## src/rtl/timer_run_if.sv

```systemverilog
// Button, TIMER-value and display bundle between the run controller and its neighbours.
// The master side drives mode/buttons/live values; the slave side returns mode2 and display.
interface timer_run_if;
  logic [1:0] mode1;
  logic       btn_ss;
  logic       btn_lap;
  logic [5:0] min_sw;
  logic [5:0] sec_sw;
  logic [3:0] secc_sw;
  logic [1:0] mode2;
  logic [5:0] disp_min;
  logic [5:0] disp_sec;
  logic [3:0] disp_secc;
  logic       lap_active;
  logic       max_reached;

  modport master (
    output mode1, btn_ss, btn_lap, min_sw, sec_sw, secc_sw,
    input  mode2, disp_min, disp_sec, disp_secc, lap_active, max_reached
  );

  modport slave (
    input  mode1, btn_ss, btn_lap, min_sw, sec_sw, secc_sw,
    output mode2, disp_min, disp_sec, disp_secc, lap_active, max_reached
  );
endinterface

```

## src/rtl/timer_run_ctrl.sv

```systemverilog
// Stopwatch run sequencer: synchronised start/stop and lap/clear buttons drive the
// TIMER mode2 code, a lap-hold display, and an optional auto-stop at 59:59:9.
module timer_run_ctrl #(
  parameter int SYNC_STAGES = 2,
  parameter bit AUTO_STOP   = 1'b1
) (
  input  logic        clk,
  input  logic        reset,
  timer_run_if.slave  bus
);

  localparam logic [1:0] M1_TIMER       = 2'b01;
  localparam logic [1:0] M2_TIMER_G     = 2'b00;
  localparam logic [1:0] M2_TIMER_START = 2'b01;
  localparam logic [1:0] M2_TIMER_STOP  = 2'b10;

  typedef enum logic [1:0] {
    S_IDLE = 2'd0,
    S_RUN  = 2'd1,
    S_LAP  = 2'd2,
    S_STOP = 2'd3
  } state_t;

  state_t state, state_next;

  logic [SYNC_STAGES-1:0] ss_sync, lap_sync;
  logic                   ss_prev, lap_prev;
  logic                   ss_p, lap_p;
  logic                   at_max;
  logic                   set_max;

  logic [1:0] mode2_q;
  logic       lap_active_q;
  logic       max_reached_q;
  logic [5:0] disp_min_q;
  logic [5:0] disp_sec_q;
  logic [3:0] disp_secc_q;

  function automatic logic [1:0] mode2_of(input state_t s);
    case (s)
      S_RUN:   mode2_of = M2_TIMER_START;
      S_LAP:   mode2_of = M2_TIMER_START;
      S_STOP:  mode2_of = M2_TIMER_STOP;
      default: mode2_of = M2_TIMER_G;
    endcase
  endfunction

  // Button synchronisers and rising-edge history
  always_ff @(posedge clk or posedge reset) begin
    if (reset) begin
      ss_sync  <= '0;
      lap_sync <= '0;
      ss_prev  <= 1'b0;
      lap_prev <= 1'b0;
    end else begin
      ss_sync  <= {ss_sync[SYNC_STAGES-2:0], bus.btn_ss};
      lap_sync <= {lap_sync[SYNC_STAGES-2:0], bus.btn_lap};
      ss_prev  <= ss_sync[SYNC_STAGES-1];
      lap_prev <= lap_sync[SYNC_STAGES-1];
    end
  end

  assign ss_p   = ss_sync[SYNC_STAGES-1] & ~ss_prev;
  assign lap_p  = lap_sync[SYNC_STAGES-1] & ~lap_prev;
  assign at_max = (bus.min_sw == 6'd59) && (bus.sec_sw == 6'd59) && (bus.secc_sw == 4'd9);

  // Next state; a start/stop pulse shadows a coincident lap pulse
  always_comb begin
    state_next = state;
    set_max    = 1'b0;
    if (bus.mode1 != M1_TIMER) begin
      state_next = S_IDLE;
    end else if (AUTO_STOP && (state == S_RUN || state == S_LAP) && at_max) begin
      state_next = S_STOP;
      set_max    = 1'b1;
    end else if (ss_p) begin
      case (state)
        S_IDLE:  state_next = S_RUN;
        S_RUN:   state_next = S_STOP;
        S_LAP:   state_next = S_STOP;
        default: state_next = S_RUN;
      endcase
    end else if (lap_p) begin
      case (state)
        S_RUN:   state_next = S_LAP;
        S_LAP:   state_next = S_RUN;
        S_STOP:  state_next = S_IDLE;
        default: state_next = S_IDLE;
      endcase
    end
  end

  // State and registered control outputs
  always_ff @(posedge clk or posedge reset) begin
    if (reset) begin
      state         <= S_IDLE;
      mode2_q       <= M2_TIMER_G;
      lap_active_q  <= 1'b0;
      max_reached_q <= 1'b0;
    end else begin
      state        <= state_next;
      mode2_q      <= mode2_of(state_next);
      lap_active_q <= (state_next == S_LAP);
      if (state_next == S_IDLE)
        max_reached_q <= 1'b0;
      else if (set_max)
        max_reached_q <= 1'b1;
    end
  end

  // Display: live with one-cycle lag except while LAP holds the captured value
  always_ff @(posedge clk or posedge reset) begin
    if (reset) begin
      disp_min_q  <= '0;
      disp_sec_q  <= '0;
      disp_secc_q <= '0;
    end else if (state != S_LAP) begin
      disp_min_q  <= bus.min_sw;
      disp_sec_q  <= bus.sec_sw;
      disp_secc_q <= bus.secc_sw;
    end
  end

  assign bus.mode2       = mode2_q;
  assign bus.lap_active  = lap_active_q;
  assign bus.max_reached = max_reached_q;
  assign bus.disp_min    = disp_min_q;
  assign bus.disp_sec    = disp_sec_q;
  assign bus.disp_secc   = disp_secc_q;

endmodule

```

## src/flat_wrapper.sv

```systemverilog
// flat-port wrapper written by rule: the top's interface ports become plain ports
module timer_run_ctrl_flat 
#(
  parameter int SYNC_STAGES = 2,
  parameter bit AUTO_STOP   = 1'b1
)
  (clk, reset, bus_mode1, bus_btn_ss, bus_btn_lap, bus_min_sw, bus_sec_sw, bus_secc_sw, bus_mode2, bus_disp_min, bus_disp_sec, bus_disp_secc, bus_lap_active, bus_max_reached);
  timer_run_if bus_i ();
  input  logic clk;
  input  logic reset;
  input wire logic [$bits(bus_i.mode1)-1:0] bus_mode1;
  input wire logic [$bits(bus_i.btn_ss)-1:0] bus_btn_ss;
  input wire logic [$bits(bus_i.btn_lap)-1:0] bus_btn_lap;
  input wire logic [$bits(bus_i.min_sw)-1:0] bus_min_sw;
  input wire logic [$bits(bus_i.sec_sw)-1:0] bus_sec_sw;
  input wire logic [$bits(bus_i.secc_sw)-1:0] bus_secc_sw;
  output wire logic [$bits(bus_i.mode2)-1:0] bus_mode2;
  output wire logic [$bits(bus_i.disp_min)-1:0] bus_disp_min;
  output wire logic [$bits(bus_i.disp_sec)-1:0] bus_disp_sec;
  output wire logic [$bits(bus_i.disp_secc)-1:0] bus_disp_secc;
  output wire logic [$bits(bus_i.lap_active)-1:0] bus_lap_active;
  output wire logic [$bits(bus_i.max_reached)-1:0] bus_max_reached;
  assign bus_i.mode1 = bus_mode1;
  assign bus_i.btn_ss = bus_btn_ss;
  assign bus_i.btn_lap = bus_btn_lap;
  assign bus_i.min_sw = bus_min_sw;
  assign bus_i.sec_sw = bus_sec_sw;
  assign bus_i.secc_sw = bus_secc_sw;
  assign bus_mode2 = bus_i.mode2;
  assign bus_disp_min = bus_i.disp_min;
  assign bus_disp_sec = bus_i.disp_sec;
  assign bus_disp_secc = bus_i.disp_secc;
  assign bus_lap_active = bus_i.lap_active;
  assign bus_max_reached = bus_i.max_reached;
  timer_run_ctrl #(.SYNC_STAGES(SYNC_STAGES), .AUTO_STOP(AUTO_STOP)) u_core (.clk(clk), .reset(reset), .bus(bus_i));
endmodule
```

## config.mk

```make
export PLATFORM = sky130hd
export DESIGN_NAME = timer_run_ctrl_flat
export DESIGN_NICKNAME = d
export VERILOG_FILES = /design/src/rtl/timer_run_if.sv /design/src/rtl/timer_run_ctrl.sv /design/src/flat_wrapper.sv
export SDC_FILE = /design/constraint.sdc
export NUM_CORES = 1
export LEC_CHECK = 0
export ABC_CLOCK_PERIOD_IN_PS = 3450
export CORE_ASPECT_RATIO = 0.7
export CORE_MARGIN = 5
export CORE_UTILIZATION = 35
export DETAILED_ROUTE_END_ITERATION = 8
export GPL_TIMING_DRIVEN = 1
export HOLD_SLACK_MARGIN = 0.1
export PLACE_DENSITY = 0.66
export SYNTH_ARGS = -nofsm -noshare
export SYNTH_HDL_FRONTEND = slang
export SYNTH_SLANG_ARGS = --single-unit
export TNS_END_PERCENT = 1
```

## constraint.sdc

```tcl
create_clock -name clk -period 3.45 [get_ports clk]
set_clock_uncertainty 0.1 [all_clocks]
set_input_delay 0.69 -clock clk [delete_from_list [all_inputs] [get_ports clk]]
set_output_delay 0.69 -clock clk [all_outputs]
set_load 0.01 [all_outputs]
```

==> metrics.md <==
| Metric | Value |
|---|---|
| Share of cells above drive strength 1 | `0.2017` |
| Initial antenna violation count | `0` |
| Most numerous cell in the Yosys netlist | `dfrtp_1` |
| Reg clk slew, reported paths | `0.10 ns` |
| Io pins | `42` |
| Final setup fails | `0` |
| CTS H-Tree Depth | `1` |
| Clock tree buffer depth | `2` |
| # placed instances | `153` |
| Period utilization | `0.7184` |
| Total GRT Usage | `0.1076` |
| Worst IR Drop VDD | `239.1 uV` |
| Leakage | `0.6940 nW` |
| Terminus of the critical flop-to-flop path | `u_core.bus.max_reached` |
| Hold Vio Cnt, Final | `0` |
| Hold crit path type | `flop to flop` |
| Clk_lat worst skew | `0.27 ns` |
| Clk sinks | `28` |
| PortBufs | `41` |
| # hold bufs at CTS | `0` |
| Core footprint | `3148 um^2` |
| Die area | `4512 um^2` |
| Reg2reg start | `u_core.state[0]` |
| Die Wd | `78.17 um` |
| Yosys reg bits | `28` |
| Total negative slack | `0 ns` |
| Crit-path max FO | `5` |
| Placer Congestion | `0.6915` |
| Site Rows | `17` |
| Status | `finished clean` |
| Worst Setup Start Kind | `input port` |
| Synthesized net count | `103` |
| Critical path arrival | `2.56 ns` |
| Pwr dens | `422.5 nW/um^2` |
| Dominant cells by area after synthesis | `dfrtp_1 (62%), mux2_2 (16%), ha_1 (6.6%), nand2b_1 (2.2%), and3b_1 (1.5%)` |
| Overflow after GRT | `0` |
| Num CTS Buffers | `3` |
| Register area share after synthesis | `0.6154` |
| Die Ht | `57.72 um` |
| Final slew viol count | `0` |
| Worst-Margin Slew | `0.7415 ns` |
| WS Path Type | `input port to flop` |
| # DRC | `0` |
| Setup slack, reg-to-reg | `1.20 ns` |
| Vias | `754` |
| Number of flops mapped to enable cells by yosys | `0` |
| Worst R2R Path Depth | `6` |
| Syn Inst Count | `75` |
| DRT Wirelength | `2303 um` |
| F_max | `403.5 MHz` |
| Initial DRT Pass Iterations | `2` |
| DP HPWL | `1796 um` |
| Top FF cell, synth | `dfrtp_1` |
| Largest net degree at the start of global routing | `29` |
| Diode count | `0` |
| Synth unique cells | `18` |
| Post-synthesis to final-layout area growth | `46.37%` |
| Fin cells | `157` |
| Origin of the worst min-delay path | `u_core.ss_sync[0]` |
| CP required | `3.53 ns` |
| Mean routed wirelength per cell | `14.67 um` |
| Yosys warnings | `0` |
| Most frequent cells after synthesis | `dfrtp_1 (28), mux2_2 (16), ha_1 (6)` |
| CTS tree | `done` |
| Pwr Total | `704.1 uW` |
| Initial Utilization | `0.3617` |
| Post-CTS setup buffers | `0` |
| Post-route antenna net violation count | `0` |
| Post-Syn Area | `1139 um^2` |
| Post-cts resize count | `0` |
| Max_cap viols | `0` |
| Synth top area share | `0.6154` |
| Iter 0 DRT Violations | `27` |
| Mean post-synth cell area | `15.18 um^2` |
| Nets | `148` |
| Area leader, netlist | `dfrtp_1` |
| Hold Path Sink | `u_core.ss_sync[1]` |
| Synth async-reset ratio | `1.000` |
| Hold Crit Depth | `0` |
| Slew HR | `0.5057` |
| Drt via density | `4.803` |
| Global-route wire length before repair | `3829 um` |
| Post-layout minimum cycle time | `2.478 ns` |
| Vias in the first global route | `827` |
| RSZ-0062 raised after global routing | `no` |
| Root buffer cell | `clkbuf_8` |
| Worst setup EP type | `flop` |
==> state kept, by name, summed over array words and instances (netlist names) <==
signal                  flops
u_core.bus.disp_min         6
u_core.bus.disp_sec         6
u_core.bus.disp_secc        4
u_core.bus.mode2            2
u_core.lap_sync             2
u_core.ss_sync              2
u_core.state                2
u_core.bus.lap_active       1
u_core.bus.max_reached      1
u_core.lap_prev             1
u_core.ss_prev              1
==> final cells by class <==
type | count | area, um^2
fill | 269 | 1481
sequential | 28 | 700.7
multi-input combinational | 42 | 417.9
timing repair buffer | 42 | 417.9
tap | 38 | 47.55
clock buffer | 3 | 41.29
clock inverter | 1 | 30.03
inverter | 3 | 11.26
==> placed cells by master (no fill, tap or decap), types with 2 or more instances in the layout <==
cell type,instances
nand2b_1,4
mux2_2,16
dfrtp_1,28
clkdlybuf4s50_1,41
a211oi_1,2
o22ai_1,2
o22a_1,2
inv_1,3
clkbuf_8,3
nand4b_1,2
ha_1,6
and3b_1,2
==> worst max path at each step <==
stage / start / end / slack (ns)
floorplan: bus_min_sw[2] / u_core.bus.max_reached / 1.23
global placement: bus_min_sw[0] / u_core.bus.max_reached / 0.73
detailed placement: bus_sec_sw[0] / u_core.bus.max_reached / 0.71
CTS: bus_sec_sw[4] / u_core.bus.max_reached / 0.97
global route: bus_secc_sw[1] / u_core.bus.max_reached / 0.90
finish: bus_secc_sw[1] / u_core.bus.max_reached / 0.97
==> routing by layer <==
| metal | part of all wire | up-vias | global-route usage |
|---|---|---|---|
| met3 | 0.092 | 2 | 0.05280 |
| met5 | 0 | - | 0 |
| li1 | - | 358 | - |
| met4 | 0.0043 | 0 | 0.01496 |
| met1 | 0.42 | 370 | 0.1341 |
| met2 | 0.49 | 24 | 0.1744 |
==> stage by stage <==
step                      cell area [um^2]  hold WS (ns)  setup slack, ns  utilization
after global placement                1595        0.2357           0.7339       0.5068
after floorplan                       1139        0.2312            1.227            -
final                                 1667        0.2575           0.9716       0.5294
after global routing                  1667        0.2801           0.9006       0.5294
after detailed placement              1595        0.2379           0.7063       0.5068
after CTS                             1667        0.2611           0.9725       0.5294
==> worst max-delay path: stages <==
cell	delay, ns
clkdlybuf4s50_1	0.42
nand4b_1	0.20
or4_4	0.54
o22a_1	0.25
ha_1	0.22
o31ai_2	0.23
==> report_power, final <==
part / internal [mW] / switching, mW
Clock: 0.155 / 0.0959
Sequential: 0.346 / 0.00873
Combinational: 0.0621 / 0.0362
==> logic make-up (layout without fill, tap and decap cells) <==
kind of cell               Yosys count  after routing  share of synthesized area
adders and majority gates            6              6                    0.06593
and+or+nand+nor                     12             12                    0.08572
muxes                               16             16                     0.1582
AOI/OAI and AO/OA                    8              8                    0.05714
DFF                                 28             28                     0.6154
buffers and inverters                5             49                    0.01757
Note: power is estimated with default switching activity, not from simulation.
==> variant 1, RTL diff (same flow settings) <==
Re-encode `state_t` (4 states) as Gray code, 2 bits wide.
--- a/src/rtl/timer_run_ctrl.sv
+++ b/src/rtl/timer_run_ctrl.sv
@@ -15,10 +15,10 @@
   localparam logic [1:0] M2_TIMER_STOP  = 2'b10;
 
   typedef enum logic [1:0] {
-    S_IDLE = 2'd0,
-    S_RUN  = 2'd1,
-    S_LAP  = 2'd2,
-    S_STOP = 2'd3
+    S_IDLE = 2'b00,
+    S_RUN  = 2'b01,
+    S_LAP  = 2'b11,
+    S_STOP = 2'b10
   } state_t;
 
   state_t state, state_next;
Behaviour: no difference found for any inputs over 10 cycles, from zero or initial values and one cycle with reset high; not proved beyond that.
==> variant 1 against the unedited design <==
Critical path depth down 5. Worst setup slack better by 0.28 ns. Total power down 15%. Register-to-register slack better by 0.71 ns. Via count down 4.0%. Final area down 4.7%. Routed wire length down 6.8%. First-iteration DRC count down 3.7%. Core utilization down 1.8 points. Sequential cell count down 1. Combinational power down 19%. Area after synthesis down 2.4%.
==> variant 1: results (changes against the unedited design) <==
metric,value,unit,change
status,"finished, final reports clean",,
syn-num-nets,96,,-6.8%
synthMuxAreaShare,0.162,,+0.00392
synth.distinct_cells,22,,+4
track_usage,0.106,,-0.00109
synthTopCellsByArea,"dfrtp_1, mux2_2, a21oi_1, nor4b_4, nand4_4",,
rr_endpoint,u_core.state[0],,
fill_cells,271,,+0.74%
min_from,u_core.lap_sync[0],,
post-place-ws,1.22,ns,+0.517 ns
yosysSeqAreaShare,0.608,,-0.00728
grtUsageMet2,0.162,,-0.0125
power.leakage,0.672,nW,-3.2%
syn2layout_area_growth,43.0,%,
reg2reg_depth,4,,-2
hold_end,u_core.lap_sync[1],,
num-multi-input-gates,41,,-2.4%
synth_compound_area_frac,0.0405,,-0.0166
slowest_delay,0.60,ns,+0.06 ns
synth_xor_xnor_area_share,0.00788,,+0.00788
grt_pass1_wl,3.69,mm,-3.6%
dp_hpwl,1.69,mm,-6.1%
r2r_slack,1.91,ns,+0.71 ns
place.gp.congestion,0.843,,+22%
drive_gt1_frac,0.224,,+0.0225
use_met3,0.0568,,+0.00399
critPathTopFamily,buffers and inverters,,
grt_use_met1,0.133,,-0.00157
dr.pass1.iters,3,,+1
endpoint_kind,output pin,,
synth_commonest_cells,"dfrtp_1, mux2_2, a21oi_1, inv_1, nand2b_1",,
synth-main-ff-cell,dfrtp_1,,
crit_fanout,8,,+3
wl_met1,965,µm,+0.94%
worst_pin_slew,1.02,ns,+0.274 ns
cp_slowest_cell,clkdlybuf4s50_1,,
grt_pass1_vias,813,,-1.7%
layout.nonclk_buf_frac,0.258,,+0.00752
internal_power,0.461,mW,-18%
ys_ff_latch,27,,-3.6%
hold_slack,0.259,ns,+0.00166 ns
wl_met3,189,µm,-11%
-- variant 1: changes by cell type after synthesis, sizes merged, moves of 2 or more --
cell	change
ha	-6
a21oi	+5
o22ai	-2
and3b	-2
o22a	-2
nand2	+3
buf	+2
-- variant 1: power by group through the flow --
stage | sequential [mW] | combinational, mW | clock [mW]
2_1_floorplan | 0.348 | 0.0251 | 0
3_3_place_gp | 0.344 | 0.0799 | 0
3_5_place_dp | 0.345 | 0.0808 | 0
4_1_cts | 0.339 | 0.0810 | 0.185
5_1_grt | 0.341 | 0.0860 | 0.201
6_report | 0.338 | 0.0793 | 0.179
-- variant 1: worst register-to-register path: stages (launching register included) --
cell	delay, ns
dfrtp_1	0.54
nand4_4	0.15
nor4_4	0.27
nand4_2	0.19
nor3b_2	0.19
-- variant 1: through the flow --
stage                     std cells  total power [mW]  cell area (µm²)
final                           154             0.597             1590
after global routing            154             0.628             1590
after CTS                       154             0.604             1590
after detailed placement        150             0.425             1540
after global placement          150             0.424             1540
after floorplan                  74             0.373             1110
-- variant 1: worst max-delay path by stage --
stage | start | cells past startpoint | to | slack [ns]
after global placement | bus_secc_sw[3] | 5 | u_core.state[0] | 1.29
after CTS | u_core.state[0] | 1 | bus_mode2[0] | 1.23
after detailed placement | bus_secc_sw[3] | 5 | u_core.state[0] | 1.22
after global routing | u_core.state[0] | 1 | bus_mode2[0] | 1.15
final | u_core.state[0] | 1 | bus_mode2[0] | 1.25
after floorplan | bus_secc_sw[1] | 4 | u_core.state[0] | 1.79
-- variant 1: kinds of logic (layout without fill, tap and decap cells) --
group	Yosys count	after routing
XOR/XNOR	1	1
multiplexers	16	16
AO/OA/AOI/OAI	8	8
buffers and inverters	6	48
flip-flops	27	27
AND/OR/NAND/NOR	16	16
==> variant 2, RTL diff (same settings) <==
Made on the original files. `AUTO_STOP` is set to 1'b1 in 2 places; all go to 1'b0.
--- a/src/rtl/timer_run_ctrl.sv
+++ b/src/rtl/timer_run_ctrl.sv
@@ -2,7 +2,7 @@
 // TIMER mode2 code, a lap-hold display, and an optional auto-stop at 59:59:9.
 module timer_run_ctrl #(
   parameter int SYNC_STAGES = 2,
-  parameter bit AUTO_STOP   = 1'b1
+  parameter bit AUTO_STOP   = 1'b0
 ) (
   input  logic        clk,
   input  logic        reset,
--- a/src/flat_wrapper.sv
+++ b/src/flat_wrapper.sv
@@ -2,7 +2,7 @@
 module timer_run_ctrl_flat 
 #(
   parameter int SYNC_STAGES = 2,
-  parameter bit AUTO_STOP   = 1'b1
+  parameter bit AUTO_STOP   = 1'b0
 )
   (clk, reset, bus_mode1, bus_btn_ss, bus_btn_lap, bus_min_sw, bus_sec_sw, bus_secc_sw, bus_mode2, bus_disp_min, bus_disp_sec, bus_disp_secc, bus_lap_active, bus_max_reached);
   timer_run_if bus_i ();
Check against the original RTL: not equivalent (a bounded check fails within 10 cycles, from zero or initial values and one cycle with reset high).
==> variant 2 against the unedited design <==
Area after synthesis down 5.2%. Final area down 8.1%. Count of clock-buffer cells in the layout up 1. Sequential cell count down 1. Clock power down 34%. Combinational power down 3.0%. First-iteration DRC count down 3.7%. Worst setup slack better by 0.52 ns. Total power down 14%. Routed wire length down 14%. Core utilization up 0.18 points. Synthesized cell count down 12%. Fmax up 26%. Largest cell class unchanged.
==> variant 2: results (changes against the unedited design) <==
metric,value,unit,change
status,"finished, final reports clean",,
grt_use_met1,0.129,,-0.00472
synth.distinct_cells,15,,-3
clkSlewWorstSetupHoldPaths,0.08,ns,-0.02 ns
port_buffers,40,,-2.4%
syn-num-nets,93,,-9.7%
synth_commonest_cells,"dfrtp_1, mux2_4, mux2_2, ha_1, inv_1",,
layout.nets,135,,-8.8%
power.leakage,0.690,nW,-0.62%
start_util,0.375,,+0.0129
grt_pass1_vias,642,,-22%
critPathTopFamily,buffers and inverters,,
htree_levels,1,,unchanged
drive_gt1_frac,0.178,,-0.0241
peakVddDrop,0.312,mV,+30%
via_per_inst,4.32,,-10%
worst_pin_slew,0.993,ns,+0.251 ns
routedWlPerCell,13.8,µm,-6.0%
wl_met2,871,µm,-22%
track_usage,0.0988,,-0.00874
num_antenna_cells,0,,unchanged
use_met3,0.0543,,+0.00152
grtUsageMet2,0.146,,-0.0280
dp_hpwl,1.56,mm,-13%
grt_pass1_wl,3.37,mm,-12%
cp_slowest_cell,clkdlybuf4s50_1,,
grt_max_degree,28,,-3.4%
wl_met1,907,µm,-5.1%
yosysSeqAreaShare,0.626,,+0.0103
cts_buffers,3,,unchanged
initialDrtViolationCount,26,,-3.7%
fill_cells,248,,-7.8%
place.gp.congestion,0.657,,-5.1%
crit_fanout,2,,-3
crit_arrival,1.17,ns,-1.39 ns
wl_met3,185,µm,-13%
dr.pass1.iters,2,,unchanged
synthTopCellsByArea,"dfrtp_1, mux2_4, mux2_2, ha_1, buf_12",,
## variant 2: per-stage QoR
stage                     total power [mW]  utilization  std cells  cell area, µm²  setup slack, ns
final                                0.605        0.531        143            1530             1.49
after global routing                 0.634        0.531        143            1530             1.44
after CTS                            0.616        0.531        143            1530             1.48
after detailed placement             0.447        0.516        139            1490             1.32
after global placement               0.445        0.516        139            1490             1.40
after floorplan                      0.390            -         66            1080             1.84
## variant 2: cell type report
class                   count  area share
clock buffers               4      0.0294
inverters                   5      0.0123
multi-input cells          31       0.226
flip-flops and latches     27       0.441
well taps                  36      0.0294
repair buffers             40       0.261
## variant 2: final timing paths
check	slack, ns	depth (start not counted)	from	end
setup / recovery	1.49	1	u_core.bus.disp_min[5]	bus_disp_min[5]
hold / removal	0.25	0	u_core.ss_sync[0]	u_core.ss_sync[1]
setup reg to reg	1.57	3	u_core.state[0]	u_core.bus.disp_min[3]
hold reg to reg	0.25	0	u_core.ss_sync[0]	u_core.ss_sync[1]
max in group asynchronous	1.79	2	reset	u_core.bus.disp_secc[0]
min in group asynchronous	0.86	2	reset	u_core.bus.disp_secc[1]
## variant 2: where the power goes
| group | internal [mW] | switching, mW | total [mW] |
|---|---|---|---|
| logic | 0.0630 | 0.0323 | 0.0954 |
| clock network | 0.0823 | 0.0838 | 0.166 |
| registers | 0.334 | 0.00869 | 0.343 |
## variant 2: kinds of logic after synthesis
| kind of cell | share of synthesized area |
|---|---|
| AND/OR/NAND/NOR | 0.0209 |
| multiplexers | 0.220 |
| flip-flops | 0.626 |
| AO/OA/AOI/OAI | 0.0185 |
| adder cells (fa/ha/maj) | 0.0579 |
| buffers and inverters | 0.0533 |
| other | 0.00347 |
